--- config.mk ---
export PLATFORM = sky130hd
export DESIGN_NAME = frac_logic_param
export DESIGN_NICKNAME = d
export VERILOG_FILES = /design/src/rtl/frac_logic_pkg.sv /design/src/rtl/frac_logic_param_lut.sv /design/src/rtl/frac_logic_param.sv
export SDC_FILE = /design/constraint.sdc
export NUM_CORES = 1
export LEC_CHECK = 0
export BUFFER_PORTS_ARGS = -buffer_cell sky130_fd_sc_hd__buf_2
export CAP_MARGIN = 20
export CORE_ASPECT_RATIO = 1.1
export CORE_MARGIN = 2
export CORE_UTILIZATION = 57
export CTS_CLUSTER_SIZE = 24
export DETAILED_ROUTE_END_ITERATION = 8
export MAX_ROUTING_LAYER = met4
export PLACE_DENSITY = 0.81
export SKIP_CTS_REPAIR_TIMING = 1
export SLEW_MARGIN = 10
export SYNTH_ARGS = -nofsm -noshare
export SYNTH_HDL_FRONTEND = slang
export SYNTH_SLANG_ARGS = --single-unit
--- constraint.sdc ---
create_clock -name prog_clk -period 1.7 [get_ports prog_clk]
set_clock_uncertainty 0.1 [all_clocks]
set_input_delay 0 -clock prog_clk [delete_from_list [all_inputs] [get_ports prog_clk]]
set_output_delay 0 -clock prog_clk [all_outputs]
set_load 0.02 [all_outputs]
--- src/rtl/frac_logic_pkg.sv ---
// Shared constants and helpers for the fractured logic block: chain geometry,
// 2-bit routing-mux encodings and the mux evaluation itself.
package frac_logic_pkg;

  localparam logic [1:0] MUX_OFF_LO = 2'b00;
  localparam logic [1:0] MUX_SEL_A  = 2'b01;
  localparam logic [1:0] MUX_SEL_B  = 2'b10;
  localparam logic [1:0] MUX_OFF_HI = 2'b11;

  // Chain = LUT mask, then out-mux sram (S0), then in-mux sram (S1).
  function automatic int cfg_len(input int k);
    return (1 << k) + 4;
  endfunction

  function automatic int mask_lsb(input int k);
    return (k < 0) ? 0 : 0;
  endfunction

  function automatic int s0_lsb(input int k);
    return (1 << k);
  endfunction

  function automatic int s1_lsb(input int k);
    return (1 << k) + 2;
  endfunction

  // Both one-hot-invalid codes park the mux at 0.
  function automatic logic mux2(input logic [1:0] sram, input logic in_a, input logic in_b);
    logic y;
    case (sram)
      MUX_SEL_A: y = in_a;
      MUX_SEL_B: y = in_b;
      default:   y = 1'b0;
    endcase
    return y;
  endfunction

endpackage

--- src/rtl/frac_logic_param_lut.sv ---
// Combinational fractured K-input LUT: one K-LUT, two (K-1)-LUTs and two
// (K-2)-LUTs all read from the same mask.
module frac_lut_k #(
  parameter int K = 4
) (
  input  logic [(1<<K)-1:0] mask,
  input  logic [K-1:0]      lut_in,
  output logic              lut_k,
  output logic [1:0]        lut_k1,
  output logic [1:0]        lut_k2
);

  localparam int HALF  = 1 << (K - 1);
  localparam int QUART = 1 << (K - 2);

  logic [HALF-1:0]  half_lo;
  logic [HALF-1:0]  half_hi;
  logic [QUART-1:0] quart_lo;
  logic [QUART-1:0] quart_hi;

  assign half_lo  = mask[HALF-1:0];
  assign half_hi  = mask[2*HALF-1:HALF];
  assign quart_lo = mask[QUART-1:0];
  assign quart_hi = mask[HALF-1:QUART];

  assign lut_k  = mask[lut_in];
  assign lut_k1 = {half_hi[lut_in[K-2:0]], half_lo[lut_in[K-2:0]]};
  assign lut_k2 = {quart_hi[lut_in[K-3:0]], quart_lo[lut_in[K-3:0]]};

endmodule

--- src/rtl/frac_logic_param.sv ---
// Fractured logic element with serial configuration chain, load counter and
// output gating. FRAC_LOGIC_CFG_PARITY_EN appends an odd-parity bit at the tail.
module frac_logic_param
  import frac_logic_pkg::*;
#(
  parameter int K = 4
) (
  input  logic         prog_clk,
  input  logic         pReset,
  input  logic [K-1:0] frac_logic_in,
  input  logic         frac_logic_cin,
  input  logic         ccff_en,
  input  logic         ccff_head,
  output logic [1:0]   frac_logic_out,
  output logic         frac_logic_cout,
  output logic         ccff_tail,
  output logic         cfg_done,
  output logic         cfg_err
);

  localparam int CFG_LEN = cfg_len(K);
`ifdef FRAC_LOGIC_CFG_PARITY_EN
  localparam int CHAIN_LEN = CFG_LEN + 1;
`else
  localparam int CHAIN_LEN = CFG_LEN;
`endif
  localparam int CW = $clog2(CHAIN_LEN + 1);
  localparam int M_LSB  = mask_lsb(K);
  localparam int S0_LSB = s0_lsb(K);
  localparam int S1_LSB = s1_lsb(K);

  logic [CHAIN_LEN-1:0] chain, chain_nxt;
  logic [CW-1:0]        count, count_nxt;
  logic                 done_nxt;

  always_comb begin
    chain_nxt = chain;
    count_nxt = count;
    if (ccff_en) begin
      chain_nxt = {chain[CHAIN_LEN-2:0], ccff_head};
      if (count != CW'(CHAIN_LEN)) count_nxt = count + 1'b1;
    end
  end

  assign done_nxt = (count_nxt == CW'(CHAIN_LEN));

  // Status flags are computed from next-state so done and err move together.
  always_ff @(posedge prog_clk) begin
    if (!pReset) begin
      chain    <= '0;
      count    <= '0;
      cfg_done <= 1'b0;
    end else begin
      chain    <= chain_nxt;
      count    <= count_nxt;
      cfg_done <= done_nxt;
    end
  end

`ifdef FRAC_LOGIC_CFG_PARITY_EN
  always_ff @(posedge prog_clk) begin
    if (!pReset) cfg_err <= 1'b0;
    else         cfg_err <= done_nxt & ~(^chain_nxt);
  end
`else
  assign cfg_err = 1'b0;
`endif

  logic [(1<<K)-1:0] mask;
  logic [1:0]        s0, s1;
  logic [K-1:0]      lut_in;
  logic              lut_k;
  logic [1:0]        lut_k1, lut_k2;
  logic              active;

  assign mask = chain[M_LSB +: (1<<K)];
  assign s0   = chain[S0_LSB +: 2];
  assign s1   = chain[S1_LSB +: 2];

  always_comb begin
    lut_in        = frac_logic_in;
    lut_in[K-2]   = mux2(s1, frac_logic_cin, frac_logic_in[K-2]);
  end

  frac_lut_k #(.K(K)) u_lut (
    .mask   (mask),
    .lut_in (lut_in),
    .lut_k  (lut_k),
    .lut_k1 (lut_k1),
    .lut_k2 (lut_k2)
  );

  assign active          = cfg_done & ~cfg_err;
  assign frac_logic_out  = active ? {lut_k1[1], mux2(s0, lut_k, lut_k1[0])} : 2'b00;
  assign frac_logic_cout = active & (lut_k2[0] ? frac_logic_cin : lut_k2[1]);
  assign ccff_tail       = chain[CHAIN_LEN-1];

endmodule

======== After elaboration in Yosys (flattened, before gate mapping) ========
Index checks and enable logic that the tools add are counted.
storage, ports and cells
  bits in read-only memories .............. 0
  flip-flop bits (word level) ............. 26
  latch bits .............................. 0
  bits of input ports ..................... 9
  output and inout bits ................... 6
  RAM bits ................................ 0
  memories ................................ 0
operators by class
  bitwise operators ....................... 1
  muxes and demuxes ....................... 16
  order comparisons ....................... 3
  reductions and logical operators ........ 0
  shift-type cells ........................ 0
  equal/unequal tests ..................... 6
  div/mod/pow operators ................... 0
  multiply operators ...................... 0
  $add $sub $neg .......................... 1
operators by type and width
  operator               count
  $mux W5                2
  $bmux W1 S3            2
  $mux W1                6
  $add A5 B1 Y5 const B  1
  $eq A5 B5 Y1 const B   1
  $lt A4 B5 Y1 const B   1
  $ne A5 B5 Y1 const B   1
  $bmux W1 S2            2
  $bmux W1 S4            1
  $eq A2 B1 Y1 const B   2
  $eq A2 B2 Y1 const B   2
  $lt A3 B4 Y1 const B   1
  $pmux W1 S2            2
  $lt A2 B3 Y1 const B   1
  $mux W2                1
  $and A1 B1 Y1          1

======== Depth between registers and ports, before layout ========
Gate-level depths: netlist (run 1).
  depth after elaboration ................. 6
  gate-level depth with buffers ........... 6
  depth with buffers taken out ............ 6

======== Hierarchy ========
A second synthesis (run 1) with hierarchy kept.
second synthesis, totals
  cell total of the unflattened synthesis .. 134
  area, all modules ....................... 1400.1 um^2
by module, submodules not included
  module            area each (um^2)  cells each  sequential area each (um^2)  times used
  frac_logic_param  1208.7            115         520.5                        1
  frac_lut_k        191.4             19          0.0                          1

======== Worst setup path before layout (run 1) ========
OpenSTA, ideal clock, no wires.
  path kind ............................... register to output
  from .................................... reg chain[19]
  to ...................................... out frac_logic_out[0]
  cell stages (with the launch flop) ...... 7
  path buffers ............................ 0
  arrival time ............................ 1.557 ns
  slack ................................... 0.043 ns
  required time ........................... 1.600 ns
  path through ............................ dfxtp_1 > inv_1 > ha_1 > a22o_1 > a21boi_1 > o211ai_1 > a21oi_1
on the way
  cells in the longest elaborated chain, start to end .. 6
  elaborated cells between the ends (all ways) .. 9
  classes of those cells .................. eq/ne (2); mux (7)
ends and longest elaborated chain
  element                                              line                                                    RTL
  start, declared                                      frac_logic_param.sv:32                                  logic [CHAIN_LEN-1:0] chain, chain_nxt;
  start signal, assigned                               frac_logic_param.sv:54                                  chain <= chain_nxt;
  $eq A2 B2 Y1 / $eq A2 B1 Y1 (equally long branches)  frac_logic_pkg.sv:30                                    case (sram)
  $pmux W1 S2 (*)                                      frac_logic_pkg.sv:30
  $bmux W1 S4 / $bmux W1 S3 (equally long branches)    frac_logic_param_lut.sv:26, frac_logic_param_lut.sv:27
  $mux W1, on equally long branches                    frac_logic_param_lut.sv:26, frac_logic_param_lut.sv:27
  $pmux W1 S2 (*)                                      frac_logic_pkg.sv:30
  $mux W2 (*)                                          frac_logic_param.sv:94                                  assign frac_logic_out = active ? {lut_k1[1], mux2(s0, lut_k, lut_k1[0])} : 2'b00;
  end, declared                                        frac_logic_param.sv:14                                  output logic [1:0] frac_logic_out,
Every way passes the cells marked *; elsewhere a longest branch is shown, timed or not. The select of a mux whose other input is x is not followed.

======== Worst setup path after layout (run 1) ========
  from .................................... reg chain[11]
  to ...................................... out frac_logic_out[0]
on the way
  cells in the longest elaborated chain, start to end .. 4
ends and longest elaborated chain
  element                        line                        RTL
  $bmux W1 S4                    frac_logic_param_lut.sv:26  assign lut_k = mask[lut_in];
  $mux W1 (not written as such)  frac_logic_param_lut.sv:26
  $pmux W1 S2                    frac_logic_pkg.sv:30
  $mux W2                        frac_logic_param.sv:94
No other way between the ends. The select of a mux whose other input is x is not followed.

==> impl_metrics.tcl, run 1 <==
set metrics [dict create \
    crit_path_cell_trace "mux4_2 > a21boi_2 > o211ai_1 > a21oi_1 > buf_4" \
    fillers 177 \
    hpwlAfterDp_um 1660 \
    io_buffer_count 13 \
    count_of_flip_flops_with_a_built_in_enable_after_synthesis 0 \
    mostFrequentLayoutCells "23 x nor2b_1, 22 x mux2i_1, 20 x dfxtp_1" \
    dominantRegCellSynth "dfxtp_1" \
    yosys_register_bits 26 \
    initial_core_util 0.606 \
    timing.critical_path.from_type "register" \
    worstSetupEndpointType "output port" \
    grt.total_usage 0.183 \
    power.clock.fraction 0.372 \
    hold_path.class "in2reg" \
    number_of_vias_after_detailed_routing 976 \
    cpPeakStageDelay_ps 480 \
    crit_type "reg2out" \
    setup_viol_count_final 3 \
    final_common_cell "nor2b_1" \
    top_level_ports 15 \
    syn-instance-count 131 \
    routed_wirelength_um 2600 \
    outcome "finished, violations left" \
    clock_tree_root_driver_cell "clkbuf_4" \
    drt_pre_antenna_iters 1 \
    tritoncts "done" \
    p_per_area_nw_per_um2 726 \
    drc 0 \
    worstSkewPairLatency_ps 330 \
    synth-seq-area-share 0.382 \
    final-seq-area_um2 533 \
    seqPwrFrac 0.541 \
    area_growth_pct 16.7 \
    die-height_um 55.3 \
    layout.core_utilization 0.707 \
    first_global_vias 882 \
    sw_frac_of_total 0.216 \
    instances_no_fill 176 \
    critPathArrivalTime_ps 1790 \
    synthArstFlopShare 0 \
    antenna_violating_nets_post_route 0 \
    drt_iter0_markers 0 \
    layout_worst_path_cycle_share 1.11 \
    number_of_levels_the_h_tree_was_split_into 1 \
    clock_pin_slew_worst_setup_and_hold_paths_ps 140 \
    ys_warn_count 0 \
    cp_data_required_time_ps 1600 \
    grt_first_pass_wirelength_um 3880 \
    least_setup_slack_across_all_paths_after_layout_ps -194 \
    power.leakage_nw 0.650 \
    fmax_mhz 528 \
    timing.max_cap.violations 0 \
    average_footprint_of_a_synthesized_cell_um2 10.4 \
    antenna_found_initial 0 \
    crit_path_max_fanout 3 \
    numCtsBuffers 3 \
    grt_overflow 0 \
    insertedDiodeCount 0 \
    rows 18 \
    fp.coreArea_um2 2250 \
    total_switching_power_mw 0.249 \
    post_drt_wl_per_cell_um 14.7 \
    ctsLongestPathBuffers 2 \
    via_per_inst 5.55 \
    grt_start_max_net_pins 26 \
    violations "negative setup slack" \
    placed_cells_incl_taps 168 \
    num-nets-final 162 \
    final_max_slew_viol_count 0 \
    setup_repair_after_global_routing_missed_its_margin "true" \
    yosysUniqueCellTypes 35 \
    post_synth_instance_area_um2 1360 \
    syn-num-nets 146 \
    total_area_of_multi_input_combinational_cells_um2 821 \
    die-width_um 50.6 \
    die_area_um2 2800 \
    p_int_mw 0.906 \
    worst_path_max_delay_cell "mux4_2" \
    worstPathBufferInverterCount 1 \
    layout_min_cycle_time_ps 1890 \
    gp_congestion 0.764 \
    drive_gt1_frac 0.260 \
    crit_family "multiplexers" \
    finalHoldWorstSlack_ps 80.7 \
    ir_worst_vdd_uv 731 \
    combPwrFrac 0.087 \
    final_hold_fails 0 \
    numClockSinks 26 \
    post-layout-total-power_mw 1.15 \
]
[worst paths after layout]
kind | from | end | slack, ps | depth (start not counted)
min | ccff_en | chain[8] | 80 | 3
max | chain[11] | frac_logic_out[0] | -190 | 5
max reg2reg | count[0] | cfg_done | 140 | 6
min reg2reg | chain[9] | chain[9] | 440 | 2
[stage by stage]
stage	TNS [ps]	setup slack (ps)	area (um2)
finish	-413	-194	1590
global placement	0	198	1440
global route	-581	-251	1590
detailed placement	0	90.4	1440
floorplan	0	43.3	1360
CTS	-571	-317	1490
[worst min-delay path, cell delays in order]
cell and delay (ps):
buf_2 230, mux2i_1 190, nor2b_1 60
[per-layer routing]
metal / GRT usage / up-vias / share of wire
met2: 0.297 / 18 / 0.50
met3: 0.0324 / 6 / 0.028
met1: 0.226 / 468 / 0.45
li1: - / 484 / -
met4: 0.0695 / 0 / 0.020
met5: - / - / 0
[power groups by stage]
stage,clock network (mW),logic (mW),registers [mW]
floorplan,0,0.0707,0.638
global placement,0,0.0881,0.640
detailed placement,0,0.0911,0.641
CTS,0.440,0.0928,0.628
global route,0.457,0.109,0.627
finish,0.429,0.101,0.625
[registers in the layout, summed over array words and instances (netlist names)]
signal / count
chain: 20
count: 5
cfg_done: 1
[kinds of logic (layout without fill, tap and decap cells)]
group / count (synthesis) / after routing / synth area share
AOI/OAI and AO/OA: 14 / 14 / 0.0651
xor gates and xnor gates: 2 / 2 / 0.0128
adders and majority gates: 6 / 6 / 0.0550
buffers and inverters: 14 / 29 / 0.0450
DFF: 26 / 26 / 0.382
muxes: 26 / 26 / 0.230
other: 1 / 1 / 0.00275
and+or+nand+nor: 42 / 42 / 0.207
[cell type report]
class                           count  area share
Clock buffer                        3      0.0142
Timing Repair Buffer               18      0.0763
Sequential cell                    26       0.335
Multi-Input combinational cell     91       0.516
Tap cell                           30      0.0236
Inverter                            7      0.0165
Clock inverter                      1      0.0189
[synth_stat cells, types with 2 or more instances]
master	count	area [um2]
a21boi_1	2	15.0
a21oi_1	3	15.0
and2_1	3	18.8
and4b_1	2	20.0
buf_2	4	20.0
clkbuf_1	2	7.51
dfxtp_1	26	521
ha_1	6	75.1
inv_1	7	26.3
mux2i_1	22	220
mux4_2	3	67.6
nand2b_1	2	12.5
nand4_1	2	12.5
nor2b_1	23	144
nor4b_1	2	17.5
o21ai_1	2	10.0
xnor2_1	2	17.5
No activity file was read; power rests on OpenSTA's default activity.
==> run 2: changes to the inputs <==
CORE_ASPECT_RATIO = not set   (was 1.1)
==> impl_metrics.tcl, run 2 (synthesized netlist as in run 1, its figures left out) <==
set metrics [dict create \
    drive_gt1_frac 0.271 \
    grt.total_usage 0.210 \
    critPathArrivalTime_ps 1790 \
    numClockSinks 26 \
    post_drt_wl_per_cell_um 15.0 \
    worstSetupEndpointType "output port" \
    clock_pin_slew_worst_setup_and_hold_paths_ps 140 \
    crit-reg2reg-launch "count[0]" \
    violations "negative hold slack, negative setup slack" \
    mostFrequentLayoutCells "23 x nor2b_1, 22 x mux2i_1, 18 x dfxtp_1" \
    drt_pre_antenna_iters 4 \
    grt_first_pass_wirelength_um 4100 \
    finalHoldWorstSlack_ps -7.43 \
    worst-r2r-setup-slack_ps 120 \
    final_common_cell "nor2b_1" \
    timing.critical_path.from_type "register" \
    drc 0 \
    die_area_um2 2800 \
    tritoncts "done" \
    p_per_area_nw_per_um2 639 \
    top_level_ports 15 \
    io_buffer_count 13 \
    die-height_um 52.9 \
    fp.coreArea_um2 2230 \
    numCtsBuffers 3 \
    hold_path.startpoint "pReset" \
    layout_worst_path_cycle_share 1.11 \
    setup-tns-final_ps -279 \
    initial_core_util 0.611 \
    crit-reg2reg-capture "cfg_done" \
    antenna_violating_nets_post_route 0 \
    drt_iter0_markers 12 \
    placed_cells_incl_taps 166 \
    routed_wirelength_um 2580 \
    ir_worst_vdd_uv 534 \
    number_of_levels_the_h_tree_was_split_into 1 \
    worstSkewPairLatency_ps 320 \
    worstHoldEndpoint "chain[19]" \
    fillers 171 \
    grt_overflow 0 \
    final_hold_fails 11 \
    timing.hold.worst_path_depth 2 \
    largest_reg_by_ff_count "chain" \
    least_setup_slack_across_all_paths_after_layout_ps -190 \
    setup_viol_count_final 2 \
    instances_no_fill 172 \
    rows 17 \
    setup_repair_after_global_routing_missed_its_margin "true" \
    timing.max_cap.violations 0 \
    antenna_found_initial 0 \
    crit_path_max_fanout 3 \
    outcome "finished, violations left" \
    largest_register_ff_count 20 \
    insertedDiodeCount 0 \
    grt_start_max_net_pins 26 \
    crit_type "reg2out" \
    layout.core_utilization 0.692 \
    cp_data_required_time_ps 1600 \
    hold_path.class "in2reg" \
    layout_min_cycle_time_ps 1890 \
    number_of_vias_after_detailed_routing 953 \
    die-width_um 52.9 \
    clock_tree_root_driver_cell "clkbuf_4" \
    fmax_mhz 529 \
    timing.reg2reg.worst_path_depth 6 \
    gp_congestion 0.713 \
    area_growth_pct 13.3 \
    layout_top_registers "chain x20, count x5, cfg_done x1" \
    via_per_inst 5.54 \
    num-nets-final 161 \
    hpwlAfterDp_um 1780 \
    post-layout-total-power_mw 0.987 \
    first_global_vias 919 \
    final_max_slew_viol_count 0 \
    ctsLongestPathBuffers 2 \
    power.leakage_nw 0.626 \
]
[run 2: through the flow]
step                      area [um2]  hold slack [ps]  worst slack [ps]
after floorplan                 1360             28.2              43.3
after global placement          1440              164               204
after detailed placement        1440              172               123
after CTS                       1460             -164              -251
after global routing            1550             1.99              -250
final                           1550            -7.43              -190
[run 2: area by class of cell]
class                      instances  area [um2]  area share
clock buffer                       3        22.5      0.0146
inverter                           7        26.3      0.0170
multi-input combinational         91         820       0.530
sequential                        26         533       0.345
tap                               28        35.0      0.0227
timing repair buffer              17         109      0.0704
[run 2: routing by layer]
layer	GRT usage	wire, um	up-vias	part of all wire
met5	-	0	-	0
met4	0.0897	39	0	0.015
met3	0.0339	84	4	0.033
met2	0.348	1290	22	0.50
met1	0.255	1170	448	0.45
li1	-	-	479	-
[run 2: power breakdown]
part | switching, mW | internal (mW) | leakage [nW]
clock network | 0.180 | 0.0832 | 0.0138
registers | 0.0107 | 0.616 | 0.214
logic | 0.0475 | 0.0492 | 0.398
total | 0.238 | 0.749 | 0.626
[run 2: worst max path at each step]
stage | startpoint | end | slack, ps
finish | chain[7] | frac_logic_out[0] | -190
global route | chain[7] | frac_logic_out[0] | -250
floorplan | chain[19] | frac_logic_out[0] | 40
CTS | chain[18] | frac_logic_out[0] | -250
detailed placement | chain[18] | frac_logic_out[0] | 120
global placement | chain[18] | frac_logic_out[0] | 200
[run 2: critical path, cell delays in order (launching register included)]
cell     delay [ps]
dfxtp_2         350
mux4_2          500
and3_1          200
o22ai_1         160
a21oi_1          90
buf_4           160
